File: config.mk
export PLATFORM = sky130hd
export DESIGN_NAME = mem_access_stage_flat
export DESIGN_NICKNAME = d
export VERILOG_FILES = /design/src/rtl/mem_access_stage_if.sv /design/src/rtl/mem_access_stage.sv /design/src/flat_wrapper.sv
export SDC_FILE = /design/constraint.sdc
export NUM_CORES = 1
export LEC_CHECK = 0
export CORE_ASPECT_RATIO = 1.75
export CORE_MARGIN = 2
export CORE_UTILIZATION = 50
export CTS_CLUSTER_SIZE = 24
export DETAILED_ROUTE_END_ITERATION = 8
export DONT_BUFFER_PORTS = 1
export PLACE_DENSITY_LB_ADDON = 0.1
export SETUP_SLACK_MARGIN = 0.1
export SLEW_MARGIN = 10
export SYNTH_ARGS = -nofsm -noshare
export SYNTH_HDL_FRONTEND = slang
export SYNTH_SLANG_ARGS = --single-unit
File: constraint.sdc
create_clock -name clk -period 1.4 [get_ports clk]
set_input_delay 0 -clock clk [delete_from_list [all_inputs] [get_ports clk]]
set_output_delay 0 -clock clk [all_outputs]
set_load 0.02 [all_outputs]
File: src/rtl/mem_access_stage_if.sv
// Bundles the EX/MEM inputs, data-memory handshake and MEM/WB outputs of the MEM stage.
// No latency of its own; it only carries wires.
// Backpressure travels on stall (stage -> hazard unit) and dmem_ack (memory -> stage).
interface mem_access_stage_if #(
    parameter int DATA_W = 8,
    parameter int ADDR_W = 8
);
    // EX/MEM register outputs
    logic              flush;
    logic [DATA_W-1:0] alu_result_in;
    logic [DATA_W-1:0] rb_in;
    logic [ADDR_W-1:0] addr_in;
    logic [1:0]        rd_in;
    logic              mem_read_in;
    logic              mem_write_in;
    logic              reg_write_in;
    logic              flag_write_in;

    // data-memory handshake
    logic              dmem_req;
    logic              dmem_we;
    logic [ADDR_W-1:0] dmem_addr;
    logic [DATA_W-1:0] dmem_wdata;
    logic              dmem_ack;
    logic [DATA_W-1:0] dmem_rdata;

    // hazard unit
    logic              stall;

    // MEM/WB register
    logic              wb_valid;
    logic [DATA_W-1:0] wb_data;
    logic [1:0]        wb_rd;
    logic              wb_reg_write;
    logic              wb_flag_write;

    // The MEM stage itself
    modport master (
        input  flush, alu_result_in, rb_in, addr_in, rd_in,
               mem_read_in, mem_write_in, reg_write_in, flag_write_in,
               dmem_ack, dmem_rdata,
        output dmem_req, dmem_we, dmem_addr, dmem_wdata, stall,
               wb_valid, wb_data, wb_rd, wb_reg_write, wb_flag_write
    );

    // Surrounding pipeline and memory
    modport slave (
        output flush, alu_result_in, rb_in, addr_in, rd_in,
               mem_read_in, mem_write_in, reg_write_in, flag_write_in,
               dmem_ack, dmem_rdata,
        input  dmem_req, dmem_we, dmem_addr, dmem_wdata, stall,
               wb_valid, wb_data, wb_rd, wb_reg_write, wb_flag_write
    );
endinterface

File: src/rtl/mem_access_stage.sv
// MEM pipeline stage: passes ALU results to MEM/WB, runs loads/stores over a req/ack memory port.
// Latency: 1 cycle for non-memory ops; 2 cycles minimum for loads/stores plus one per ack wait cycle.
// Backpressure: stall is high from issue until the cycle dmem_ack arrives, holding EX/MEM and earlier stages.
module mem_access_stage #(
    parameter int DATA_W = 8,
    parameter int ADDR_W = 8
) (
    input  logic           clk,
    input  logic           rst,
    mem_access_stage_if.master bus
);

    typedef enum logic {
        IDLE = 1'b0,
        BUSY = 1'b1
    } state_t;

    state_t            state;
    state_t            state_nxt;

    logic              req_q,   req_d;
    logic              we_q,    we_d;
    logic [ADDR_W-1:0] addr_q,  addr_d;
    logic [DATA_W-1:0] wdata_q, wdata_d;

    logic              wbv_q,   wbv_d;
    logic [DATA_W-1:0] wbdat_q, wbdat_d;
    logic [1:0]        wbrd_q,  wbrd_d;
    logic              wbrw_q,  wbrw_d;
    logic              wbfw_q,  wbfw_d;

    logic              stall_c;
    logic              is_mem;

    assign is_mem = bus.mem_read_in | bus.mem_write_in;

    // Next-state, request fields, MEM/WB load value and stall; every target gets a default first.
    always_comb begin
        state_nxt = state;
        req_d     = req_q;
        we_d      = we_q;
        addr_d    = addr_q;
        wdata_d   = wdata_q;
        wbv_d     = 1'b0;
        wbdat_d   = '0;
        wbrd_d    = '0;
        wbrw_d    = 1'b0;
        wbfw_d    = 1'b0;
        stall_c   = 1'b0;

        case (state)
            IDLE: begin
                if (bus.flush) begin
                    // cancelled instruction: MEM/WB takes the bubble defaults
                end else if (is_mem) begin
                    // read+write together is a write, so we follows mem_write_in alone
                    stall_c   = 1'b1;
                    req_d     = 1'b1;
                    we_d      = bus.mem_write_in;
                    addr_d    = bus.addr_in;
                    wdata_d   = bus.rb_in;
                    state_nxt = BUSY;
                end else begin
                    wbv_d   = bus.reg_write_in | bus.flag_write_in;
                    wbdat_d = bus.alu_result_in;
                    wbrd_d  = bus.rd_in;
                    wbrw_d  = bus.reg_write_in;
                    wbfw_d  = bus.flag_write_in;
                end
            end
            BUSY: begin
                // flush is ignored here; EX/MEM inputs are held stable by our own stall
                if (bus.dmem_ack) begin
                    req_d     = 1'b0;
                    state_nxt = IDLE;
                    wbv_d     = 1'b1;
                    wbdat_d   = we_q ? bus.alu_result_in : bus.dmem_rdata;
                    wbrd_d    = bus.rd_in;
                    wbrw_d    = bus.reg_write_in;
                    wbfw_d    = bus.flag_write_in;
                end else begin
                    stall_c = 1'b1;
                end
            end
            default: state_nxt = IDLE;
        endcase
    end

    // State register; reset wins over a same-cycle ack.
    always_ff @(posedge clk) begin
        if (rst) begin
            state <= IDLE;
        end else begin
            state <= state_nxt;
        end
    end

    // Memory request and MEM/WB pipeline registers.
    always_ff @(posedge clk) begin
        if (rst) begin
            req_q   <= 1'b0;
            we_q    <= 1'b0;
            addr_q  <= '0;
            wdata_q <= '0;
            wbv_q   <= 1'b0;
            wbdat_q <= '0;
            wbrd_q  <= '0;
            wbrw_q  <= 1'b0;
            wbfw_q  <= 1'b0;
        end else begin
            req_q   <= req_d;
            we_q    <= we_d;
            addr_q  <= addr_d;
            wdata_q <= wdata_d;
            wbv_q   <= wbv_d;
            wbdat_q <= wbdat_d;
            wbrd_q  <= wbrd_d;
            wbrw_q  <= wbrw_d;
            wbfw_q  <= wbfw_d;
        end
    end

    assign bus.stall         = stall_c;
    assign bus.dmem_req      = req_q;
    assign bus.dmem_we       = we_q;
    assign bus.dmem_addr     = addr_q;
    assign bus.dmem_wdata    = wdata_q;
    assign bus.wb_valid      = wbv_q;
    assign bus.wb_data       = wbdat_q;
    assign bus.wb_rd         = wbrd_q;
    assign bus.wb_reg_write  = wbrw_q;
    assign bus.wb_flag_write = wbfw_q;

endmodule

File: src/flat_wrapper.sv
// flat-port wrapper written by rule: the top's interface ports become plain ports
module mem_access_stage_flat 
#(
    parameter int DATA_W = 8,
    parameter int ADDR_W = 8
)
  (clk, rst, bus_flush, bus_alu_result_in, bus_rb_in, bus_addr_in, bus_rd_in, bus_mem_read_in, bus_mem_write_in, bus_reg_write_in, bus_flag_write_in, bus_dmem_ack, bus_dmem_rdata, bus_dmem_req, bus_dmem_we, bus_dmem_addr, bus_dmem_wdata, bus_stall, bus_wb_valid, bus_wb_data, bus_wb_rd, bus_wb_reg_write, bus_wb_flag_write);
  mem_access_stage_if #(.DATA_W(DATA_W), .ADDR_W(ADDR_W)) bus_i ();
  input  logic clk;
  input  logic rst;
  input wire logic [$bits(bus_i.flush)-1:0] bus_flush;
  input wire logic [$bits(bus_i.alu_result_in)-1:0] bus_alu_result_in;
  input wire logic [$bits(bus_i.rb_in)-1:0] bus_rb_in;
  input wire logic [$bits(bus_i.addr_in)-1:0] bus_addr_in;
  input wire logic [$bits(bus_i.rd_in)-1:0] bus_rd_in;
  input wire logic [$bits(bus_i.mem_read_in)-1:0] bus_mem_read_in;
  input wire logic [$bits(bus_i.mem_write_in)-1:0] bus_mem_write_in;
  input wire logic [$bits(bus_i.reg_write_in)-1:0] bus_reg_write_in;
  input wire logic [$bits(bus_i.flag_write_in)-1:0] bus_flag_write_in;
  input wire logic [$bits(bus_i.dmem_ack)-1:0] bus_dmem_ack;
  input wire logic [$bits(bus_i.dmem_rdata)-1:0] bus_dmem_rdata;
  output wire logic [$bits(bus_i.dmem_req)-1:0] bus_dmem_req;
  output wire logic [$bits(bus_i.dmem_we)-1:0] bus_dmem_we;
  output wire logic [$bits(bus_i.dmem_addr)-1:0] bus_dmem_addr;
  output wire logic [$bits(bus_i.dmem_wdata)-1:0] bus_dmem_wdata;
  output wire logic [$bits(bus_i.stall)-1:0] bus_stall;
  output wire logic [$bits(bus_i.wb_valid)-1:0] bus_wb_valid;
  output wire logic [$bits(bus_i.wb_data)-1:0] bus_wb_data;
  output wire logic [$bits(bus_i.wb_rd)-1:0] bus_wb_rd;
  output wire logic [$bits(bus_i.wb_reg_write)-1:0] bus_wb_reg_write;
  output wire logic [$bits(bus_i.wb_flag_write)-1:0] bus_wb_flag_write;
  assign bus_i.flush = bus_flush;
  assign bus_i.alu_result_in = bus_alu_result_in;
  assign bus_i.rb_in = bus_rb_in;
  assign bus_i.addr_in = bus_addr_in;
  assign bus_i.rd_in = bus_rd_in;
  assign bus_i.mem_read_in = bus_mem_read_in;
  assign bus_i.mem_write_in = bus_mem_write_in;
  assign bus_i.reg_write_in = bus_reg_write_in;
  assign bus_i.flag_write_in = bus_flag_write_in;
  assign bus_i.dmem_ack = bus_dmem_ack;
  assign bus_i.dmem_rdata = bus_dmem_rdata;
  assign bus_dmem_req = bus_i.dmem_req;
  assign bus_dmem_we = bus_i.dmem_we;
  assign bus_dmem_addr = bus_i.dmem_addr;
  assign bus_dmem_wdata = bus_i.dmem_wdata;
  assign bus_stall = bus_i.stall;
  assign bus_wb_valid = bus_i.wb_valid;
  assign bus_wb_data = bus_i.wb_data;
  assign bus_wb_rd = bus_i.wb_rd;
  assign bus_wb_reg_write = bus_i.wb_reg_write;
  assign bus_wb_flag_write = bus_i.wb_flag_write;
  mem_access_stage #(.DATA_W(DATA_W), .ADDR_W(ADDR_W)) u_core (.clk(clk), .rst(rst), .bus(bus_i));
endmodule
# ---- Word level (Yosys, flattened, before mapping)
# Cells that the tools add are included.
# Widths: inputs -> output; s select.
dict set report word_totals {
  ff_bits 32
  output_inout_bits 32
}
dict set report classes {
  n_eq_ne 3
  n_mux 29
  n_bitwise 4
  n_reduce_logical 2
}
# op n
set ops {}
lappend ops {{$mux 8} 4}
lappend ops {{$pmux 8 s2} 1}
lappend ops {{$mux 1} 15}
lappend ops {{$pmux 1 s2} 5}
lappend ops {{$mux 2} 3}
lappend ops {{$reduce_and 3->1} 2}
lappend ops {{$ne 2x2->1 const B} 2}
lappend ops {{$pmux 2 s2} 1}
lappend ops {{$ne 2x1->1 const B} 1}
lappend ops {{$not 1->1} 2}
lappend ops {{$or 1x1->1} 2}

# ---- Depth between registers and ports, before layout
dict set report logic_depth {
  ltp_word 4
  mapped_depth 5
  mapped_depth_nobuf 3
}

# ---- Worst setup path after synthesis
# Ideal clock, no wire load.
dict set report synth_path {
  path_kind {register to register}
  startpoint {reg u_core.state}
  endpoint {reg u_core.wbdat_q[0] (netlist: u_core.bus.wb_data[0])}
  setup_time_ps 60
  t_arrival_ps 1199
  required_time_ps 1340
  path_slack_ps 141
  path_stages_with_launch 4
  path_cell_list {dfxtp_1 > or4_4 > a21oi_4 > a22o_1}
}
dict set report synth_via {
  elab_chain_cells 2
}
# element line
set synth_rtl {}
lappend synth_rtl {{start: declaration} mem_access_stage.sv:18} ;# state_t state;
lappend synth_rtl {{start signal: assignment} mem_access_stage.sv:94} ;# state <= state_nxt;
lappend synth_rtl {{$not 1->1 (no source line)} --}
lappend synth_rtl {{$pmux 8 s2 *} mem_access_stage.sv:51} ;# case (state)
lappend synth_rtl {{end signal: assignment} mem_access_stage.sv:116} ;# wbdat_q <= wbdat_d;
lappend synth_rtl {{end: declaration} mem_access_stage.sv:27} ;# logic [DATA_W-1:0] wbdat_q, wbdat_d;
# Mark *: on every way between the ends. The rest lies on a longest branch, timed or not.
# A chain may end at the register's enable or synchronous reset.

# ---- Worst setup path after layout
dict set report layout_path {
  startpoint {reg u_core.state}
  endpoint {reg u_core.wbdat_q[4] (netlist: u_core.bus.wb_data[4])}
}
# The elaborated chain is that of the path after synthesis.

==> impl_metrics.tcl <==
set metrics [dict create \
    drv_cap 0 \
    r2r_cells 3 \
    wl_per_cell_microns 16.2 \
    first_pass_iters 4 \
    ys_seq_elements 32 \
    clockBufferDepth 2 \
    gp_congestion 0.640 \
    whs_ps -273 \
    p_leak_uw 0.000538 \
    grt_max_degree 23 \
    finalSetupViolCount 0 \
    internal_power_uw 1240 \
    fp.dieArea_sq_um 2700 \
    tightest_slew_ps 395 \
    core_sq_um 2120 \
    switching_share_pct 26.6 \
    fin_skew_ps 5.51 \
    slew_headroom_pct 73.6 \
    hpwl_mm 1.81 \
    antenna_found_initial 0 \
    hold_violations 32 \
    hold_path_class "input pin to flop" \
    start_kind "flop" \
    synthXorXnorAreaFrac_pct 0 \
    fin_tns_setup_ps 0 \
    rsz0062_at_grt "yes" \
    synth.cell_area_sq_um 1140 \
    start_util_pct 53.9 \
    layoutNonFillerInstCount 170 \
    slew_violations 0 \
    ys_types 20 \
    layout_common_cells "dfxtp_1 (31), dlygate4sd3_1 (20), a21oi_1 (19), nand3_1 (17), o21ai_0 (16)" \
    power.density_nw_per_um2 1170 \
    synth_compound_area_share_pct 24.8 \
    ant_nets 0 \
    peakVddDrop_v 0.000931 \
    final_common_cell "dfxtp_1" \
    whs_path_depth 1 \
    grt_use_total_pct 24.6 \
    clk_latency_ps 320 \
    r2r_slack_ps 140 \
    synth_top_family_by_area "compound AO/OA/AOI/OAI gates" \
    vias 1006 \
    rows 22 \
    grt_pass1_wl_mm 4.46 \
    path_class "flop to flop" \
    routed_wl_mm 2.75 \
    clockPowerShare_pct 27.7 \
    ioPinCount 74 \
    syn2layout_area_growth_pct 26.3 \
    p_sw_uw 448 \
    p_seq_share_pct 61.3 \
    grt_pass1_vias 1032 \
    dpl.cell_count 142 \
    nNetsFinal 188 \
    period_share_pct 89.9 \
    required_ps 1670 \
    cts_htree_levels 2 \
    via_per_inst 5.92 \
    synth-simple-area-share_pct 16.0 \
    fmax_mhz 795 \
    drc 0 \
    clk_pin_slew_ps 90 \
    arrival_ps 1530 \
    syn_inst 122 \
    synth.avg_cell_area_sq_um 9.36 \
    clockRootBuffer "clkbuf_4" \
    synth-adder-area-share_pct 0 \
    chipWidth_microns 40.1 \
    period_needed_ps 1260 \
    numCtsBuffers 5 \
    die_y_microns 67.2 \
    pwr-share-comb_pct 11.0 \
    drtIter0Drc 22 \
    drive_gt1_share_pct 14.4 \
    ctsHoldBuffers 20 \
    end_kind "flop" \
    synth_nets 164 \
    antenna_cells 0 \
    path_max_fanout 8 \
    yosys_warnings 0 \
    grt_remaining_overflow 0 \
    utilization_pct 68.1 \
    cts_sinks 32 \
    cts_tree "yes" \
    portBuffers 0 \
    violations "negative hold slack" \
    status "finished, violations left" \
    ys_seq_area_share_pct 56.1 \
    synth_mux_area_share_pct 0 \
]
## path summary, 6_finish.rpt
check / endpoint / from
max: u_core.bus.wb_data[4]$_SDFF_PP0_ / u_core.state$_SDFF_PP0_
min: u_core.state$_SDFF_PP0_ / rst
max reg2reg: u_core.bus.wb_data[4]$_SDFF_PP0_ / u_core.state$_SDFF_PP0_
min reg2reg: u_core.bus.dmem_req$_SDFFE_PP0P_ / u_core.bus.dmem_req$_SDFFE_PP0P_
## per-layer routing
| layer | track usage, % | wire length (microns) | vias to the layer above |
|---|---|---|---|
| li1 | - | - | 483 |
| met1 | 22.1 | 867 | 459 |
| met2 | 43.3 | 1500 | 59 |
| met3 | 10.9 | 322 | 5 |
| met4 | 12.1 | 53 | 0 |
| met5 | 0 | 0 | - |
## cell families (layout without fill, tap and decap cells)
kind of cell    after synthesis  after routing
buf+inv                       9             33
flops                        32             32
simple gates                 34             34
compound gates               47             47
## worst max-delay path, cell delays in order, from the launching register on
cell and delay [ps]:
dfxtp_2 330, or4_4 440, a21oi_4 250, a22o_1 180
## state kept, by name, indices dropped and copies added, names as in the netlist
name / flops
u_core.bus.dmem_addr: 8
u_core.bus.dmem_wdata: 8
u_core.bus.wb_data: 8
u_core.bus.wb_rd: 2
u_core.bus.dmem_req: 1
u_core.bus.dmem_we: 1
u_core.bus.wb_flag_write: 1
u_core.bus.wb_reg_write: 1
u_core.bus.wb_valid: 1
u_core.state: 1
## metrics by stage
step | total power (uW) | hold WS [ps] | worst slack, ps | area, sq um
3_3_place_gp | 1180 | 72.7 | 148 | 1170
2_1_floorplan | 1160 | 122 | 141 | 1140
3_5_place_dp | 1180 | 74.2 | 114 | 1170
4_1_cts | 1700 | -278 | 101 | 1430
6_report | 1690 | -273 | 142 | 1440
5_1_grt | 1770 | -297 | 81.9 | 1440
## synth_stat cells
library cell	count	area (sq um)
a21boi_1	1	7.51
a21oi_1	19	95.1
a21oi_2	1	8.76
a21oi_4	1	16.3
a22o_1	8	70.1
and2_1	4	25.0
buf_2	2	10.0
clkbuf_1	6	22.5
dfxtp_1	32	641
inv_1	1	3.75
nand2_1	5	18.8
nand2b_1	1	6.26
nand3_1	17	85.1
nor2_1	2	7.51
nor2_2	1	6.26
nor3_2	1	10.0
o21ai_0	17	85.1
or2_1	1	6.26
or2_2	1	6.26
or4_4	1	11.3
## what timing repair did
| action | in CTS | in global routing |
|---|---|---|
| setup endpoints to repair | 10 | 27 |
| endpoints found under the hold margin | 32 | 32 |
| resized for setup | 2 | 6 |
| pin swaps | 4 | 3 |
| setup buffers | 1 | 0 |
## area by class of cell
type,count,area (sq um)
clock buffer,6,41.3
clock inverter,1,5.00
fill,165,677
inverter,1,3.75
multi-input combinational,81,479
sequential,32,642
tap,24,30.0
timing repair buffer,25,241
## power groups by stage
stage	combinational [uW]	clock, uW	sequential [uW]
6_report	186	466	1030
5_1_grt	209	525	1040
4_1_cts	183	480	1030
3_5_place_dp	130	0	1050
3_3_place_gp	125	0	1050
2_1_floorplan	105	0	1050
Power figures use the tool's default switching activity.
